`config.mk`:
```
export PLATFORM = sky130hd
export DESIGN_NAME = mmio_debug_master
export DESIGN_NICKNAME = d
export VERILOG_FILES = /design/src/rtl/mmio_debug_master.sv
export SDC_FILE = /design/constraint.sdc
export NUM_CORES = 1
export LEC_CHECK = 0
export CAP_MARGIN = 20
export CORE_AREA = 5 5 126 116
export CTS_CLUSTER_DIAMETER = 40
export DETAILED_ROUTE_END_ITERATION = 10
export DIE_AREA = 0 0 131 121
export PLACE_DENSITY_LB_ADDON = 0.08
export SKIP_CTS_REPAIR_TIMING = 1
export SLEW_MARGIN = 20
export SYNTH_ARGS = -nofsm -noshare
export SYNTH_HDL_FRONTEND = slang
export SYNTH_SLANG_ARGS = --single-unit
```
`constraint.sdc`:
```
create_clock -name clk -period 4.02 [get_ports clk]
set_input_delay 0.804 -clock clk [delete_from_list [all_inputs] [get_ports clk]]
set_output_delay 0.804 -clock clk [all_outputs]
set_load 0.02 [all_outputs]
```
`src/rtl/mmio_debug_master.sv`:
```
// mmio_debug_master: byte-stream host commands to single 32-bit MMIO bus accesses; DBG_MASTER_AUTOINC_EN adds the 'N' next-read opcode
module mmio_debug_master #(
  parameter int         GNT_TIMEOUT = 16,
  parameter logic [7:0] ACK_BYTE    = 8'h06,
  parameter logic [7:0] NAK_BYTE    = 8'h15
) (
  input  logic        clk,
  input  logic        rst_n,
  input  logic [7:0]  rxData,
  input  logic        rxValid,
  output logic        rxReady,
  output logic [7:0]  txData,
  output logic        txValid,
  input  logic        txReady,
  output logic        busReq,
  input  logic        busGnt,
  output logic [31:0] memAddress,
  output logic [31:0] memWriteData,
  output logic        memWrite,
  output logic [3:0]  byteMask,
  input  logic [31:0] memReadData,
  output logic        busy
);
  localparam int TW = GNT_TIMEOUT > 1 ? $clog2(GNT_TIMEOUT) : 1;
  typedef enum logic [3:0] {S_CMD, S_ADDR, S_DATA, S_MASK, S_REQ, S_WR, S_RD0, S_RD1, S_RESP} state_t;
  state_t state, state_n;
  logic [1:0] cnt;
  logic op_wr;
  logic [31:0] resp;
  logic [TW-1:0] tcnt;
  logic tx_fire, is_w, is_r, is_n, expired;
  logic [31:0] nxt_addr;
  assign tx_fire = txValid && txReady;
  assign is_w = rxData == 8'h57;
  assign is_r = rxData == 8'h52;
  assign expired = GNT_TIMEOUT != 0 && tcnt == TW'(GNT_TIMEOUT - 1);
`ifdef DBG_MASTER_AUTOINC_EN
  logic [31:0] nxt;
  assign is_n = rxData == 8'h4E;
  assign nxt_addr = nxt;
  // Next sequential read lands one word past the last completed access
  always_ff @(posedge clk or negedge rst_n)
    if (!rst_n) nxt <= '0;
    else if (state == S_WR || state == S_RD1) nxt <= memAddress + 32'd4;
`else
  assign is_n = 1'b0;
  assign nxt_addr = memAddress;
`endif
  // State register; reset discards any command in flight and drops the bus at once
  always_ff @(posedge clk or negedge rst_n)
    if (!rst_n) state <= S_CMD;
    else state <= state_n;
  // Next state and state-decoded handshake/bus controls
  always_comb begin
    state_n = state;
    rxReady = 1'b0;
    busReq = 1'b0;
    memWrite = 1'b0;
    busy = state != S_CMD;
    case (state)
      S_CMD: begin
        rxReady = 1'b1;
        if (rxValid) state_n = (is_w || is_r) ? S_ADDR : is_n ? S_REQ : S_RESP;
      end
      S_ADDR: begin
        rxReady = 1'b1;
        if (rxValid && cnt == 2'd3) state_n = op_wr ? S_DATA : S_REQ;
      end
      S_DATA: begin
        rxReady = 1'b1;
        if (rxValid && cnt == 2'd3) state_n = S_MASK;
      end
      S_MASK: begin
        rxReady = 1'b1;
        if (rxValid) state_n = S_REQ;
      end
      S_REQ: begin
        busReq = 1'b1;
        state_n = busGnt ? (op_wr ? S_WR : S_RD0) : expired ? S_RESP : S_REQ;
      end
      S_WR: begin
        busReq = 1'b1;
        memWrite = 1'b1;
        state_n = S_RESP;
      end
      S_RD0: begin
        busReq = 1'b1;
        state_n = S_RD1;
      end
      S_RD1: begin
        busReq = 1'b1;
        state_n = S_RESP;
      end
      S_RESP: if (tx_fire && cnt == 2'd0) state_n = S_CMD;
      default: state_n = S_CMD;
    endcase
  end
  // Field capture, grant-wait counter and response byte streaming
  always_ff @(posedge clk or negedge rst_n)
    if (!rst_n) begin
      cnt <= '0;
      op_wr <= 1'b0;
      memAddress <= '0;
      memWriteData <= '0;
      byteMask <= '0;
      resp <= '0;
      tcnt <= '0;
      txValid <= 1'b0;
      txData <= '0;
    end else begin
      tcnt <= state == S_REQ ? tcnt + 1'b1 : '0;
      case (state)
        S_CMD: if (rxValid) begin
          cnt <= '0;
          op_wr <= is_w;
          resp <= {NAK_BYTE, 24'h0};
          if (is_n) begin
            memAddress <= nxt_addr;
            byteMask <= 4'hF;
          end
        end
        S_ADDR: if (rxValid) begin
          memAddress <= {memAddress[23:0], rxData};
          cnt <= cnt + 2'd1;
          if (cnt == 2'd3 && !op_wr) byteMask <= 4'hF;
        end
        S_DATA: if (rxValid) begin
          memWriteData <= {memWriteData[23:0], rxData};
          cnt <= cnt + 2'd1;
        end
        S_MASK: if (rxValid) byteMask <= rxData[3:0];
        S_WR: resp <= {ACK_BYTE, 24'h0};
        S_RD1: begin
          resp <= memReadData;
          cnt <= 2'd3;
        end
        S_RESP: if (tx_fire) begin
          txValid <= 1'b0;
          cnt <= cnt - 2'd1;
        end else if (!txValid) begin
          txValid <= 1'b1;
          txData <= resp[31:24];
          resp <= {resp[23:0], 8'h0};
        end
        default: ;
      endcase
    end
endmodule

```
==> summary.txt <==
STA
  • Final TNS setup: 0 ns
  • Fin crit share: 0.772
  • Slew Limit Fails: 0
  • Final Hold Viols: 0
  • Relative slew margins: 0.426
  • RSZ-0062 raised after global routing: no
  • Achievable frequency: between 0.3 and 0.4 GHz
  • Min setup slack post-route: around 0.92 ns
  • Slew @ Worst Pin: ~0.86 ns
  • Fin crit period: 3.10 ns
  • Final setup viols: 0
  • Clock skew: roughly 0.0066 ns

Drt
  • Initial drt markers: roughly 250
  • Final ANT Viol Nets: 0
  • DR vias: 3,528
  • Remaining DRCs: 0
  • Routed WL: between 10,000 and 15,000 um
  • DR WL/cell: between 15 and 20 um
  • Vias/cell: slightly above 5
  • Initial DRT Pass Iterations: 6

Place
  • Port Buffers: approximately 130
  • Placed Area: about 6600 sq um
  • HPWL after detailed placement: a little over 8000 um
  • Setup slack at placement: 1.27 ns
  • GP Congestion: ~0.77

Die
  • # IOs: 126
  • Die width: approximately 130 um
  • Core area: between 10,000 and 15,000 sq um
  • Die area: 15,900 sq um
  • # rows: 40
  • Starting density of the core: 0.391
  • Die height: around 120 um

Clock tree
  • Max H-tree Level: 4
  • Clock buffer count from CTS: 17
  • CTS Sinks: 120
  • CTS max path bufs: 2
  • Insertion delay to the later sink of the worst-skew pair: around 0.41 ns
  • CTS root buffer: clkbuf_16
  • Clock Pin Slew Worst Setup and Hold Paths: ~0.05 ns
  • TritonCTS clock tree: yes

Synthesis
  • Synth Flop Type: dfrtp_1
  • Post-synth top area cell: dfrtp_1
  • Most numerous cell in the Yosys netlist: dfrtp_1
  • Ys Warns: 0
  • #FFs+latches synth: 120
  • Share of Yosys cell area claimed by the top area cell type: 0.586
  • Synth area leaders: dfrtp_1 59%, mux2_2 21%, a22o_1 5.0%
  • Post-synthesis cell count: 370
  • Post-synth EDFFs: 0
  • Synth unique cells: between 40 and 50
  • Post-synthesis cell area: about 5000 sq um
  • Commonest cells in the synthesized netlist: 120 x dfrtp_1, 97 x mux2_2, 29 x a22o_1
  • Syn_nets: roughly 420
  • Sequential share of the synthesized area: 0.586
  • Synthesized area per cell: 13.9 sq um
  • Async S/R FF share, synth: 1.00

Setup path
  • Worst-case reg-to-reg path depth: 4
  • Reg2reg start: state[0]
  • Slowest-stage cell, CP: dfrtp_1
  • CP Launch Type: flop
  • Setup Crit Path Kind: flop to output port
  • Peak fanout along the critical path: 21
  • Worst Setup SP: state[1]
  • Reg-to-Reg End: state[1]
  • CP cell instances: inv_1, and3_1, clkdlybuf4s50_1
  • R2r setup slk: 1.72 ns
  • CP max stage delay: 0.83 ns
  • Worst Setup EP: memWrite
  • Critical path endpoint category: output port
  • Worst EP required: 3.22 ns
  • CP arrival: ~2.3 ns

Final layout
  • Share of layout cells above drive strength 1: 0.273
  • FILL cells: between 1,000 and 1,500
  • Syn-to-layout area delta: 39.1%
  • Diode count: 0
  • Nets@finish: between 500 and 600
  • Final instance area: between 7000 and 8000 sq um

GRT
  • Tot GR Track Use: 0.159
  • First-pass GRT wire length: 19,500 um
  • Initial antenna violation count: 0
  • GR Overflow Total: 0
  • Vias in the first global route: around 3,700
  • Largest net degree at the start of global routing: 65

Pwr
  • Leak: between 3 and 4 nW
  • Pwr dens: between 400 and 500 nW/um^2
  • Worst IR Drop VDD: 0.264 mV

Min path
  • Hold Crit Class: primary input to async pin

Outcome
  • Status: completed

Job
  • Max Cap Viol: 0
flip-flops by register name, summed over array words and instances (netlist names):
name          count
op_wr             1
cnt               2
tcnt              4
memAddress       32
resp             32
txData            8
txValid           1
byteMask          4
memWriteData     32
state             4
final cells by class:
class	instances	area [sq um]	area share
Clock buffer	25	515	0.0723
Clock inverter	7	65.1	0.00912
Inverter	4	15.0	0.00210
Multi-Input combinational cell	224	2010	0.282
Sequential cell	120	3000	0.421
Tap cell	168	210	0.0295
Timing Repair Buffer	132	1310	0.184
metal layers:
metal,global-route usage,vias up,share of wire
li1,-,1636,-
met1,0.213,1782,0.46
met2,0.236,93,0.47
met3,0.0581,17,0.062
met4,0.0611,0,0.015
met5,0,-,0
placed cells by master (no fill, tap or decap), types with 4 or more instances in the layout:
master and count:
clkdlybuf4s50_1 124, dfrtp_1 120, mux2_2 97, a22o_1 29, clkbuf_16 17, nand2_1 14
nor2_1 11, nor3_1 7, buf_4 7, nand3_1 6, clkbuf_8 6, inv_1 4
nor2b_1 4, a31oi_1 4, a21oi_1 4, o22a_1 4, clkinv_2 4
how the worst min path moves through the flow:
stage                             to  slack (ns)  depth (start not counted)
floorplan                    tcnt[0]        0.43                          1
global placement             tcnt[0]        0.45                          1
detailed placement           tcnt[0]        0.46                          1
CTS                 memWriteData[23]        0.47                          1
global route                 tcnt[0]        0.50                          1
finish              memWriteData[31]        0.46                          1
metrics by stage:
stage | utilization | hold WS (ns) | std cells | power [mW]
global placement | 0.500 | 0.453 | 648 | 1.97
detailed placement | 0.500 | 0.455 | 648 | 1.98
global route | 0.544 | 0.496 | 680 | 3.56
floorplan | - | 0.431 | 370 | 1.73
CTS | 0.544 | 0.469 | 680 | 3.46
finish | 0.544 | 0.456 | 680 | 3.41
logic make-up (layout without fill, tap and decap cells):
| logic type | Yosys count | count (layout) | share of synthesized area |
|---|---|---|---|
| and+or+nand+nor | 60 | 60 | 0.0644 |
| AOI/OAI and AO/OA | 58 | 58 | 0.0954 |
| xor gates and xnor gates | 5 | 5 | 0.00854 |
| muxes | 100 | 100 | 0.219 |
| DFF | 120 | 120 | 0.586 |
| adders and majority gates | 1 | 1 | 0.00244 |
| buffers and inverters | 26 | 168 | 0.0249 |
critical path, delay by kind of cell (launching register included):
kind | cells | cell delay, ns
buffers and inverters | 2 | 0.83
DFF | 1 | 0.83
and+or+nand+nor | 1 | 0.22
power by group:
group	internal (mW)	switching, mW	total (mW)	leakage (nW)
Clock	0.944	0.519	1.46	0.285
Combinational	0.288	0.331	0.618	1.42
Sequential	1.26	0.0674	1.33	1.66
Note: power is estimated with default switching activity, not from simulation.
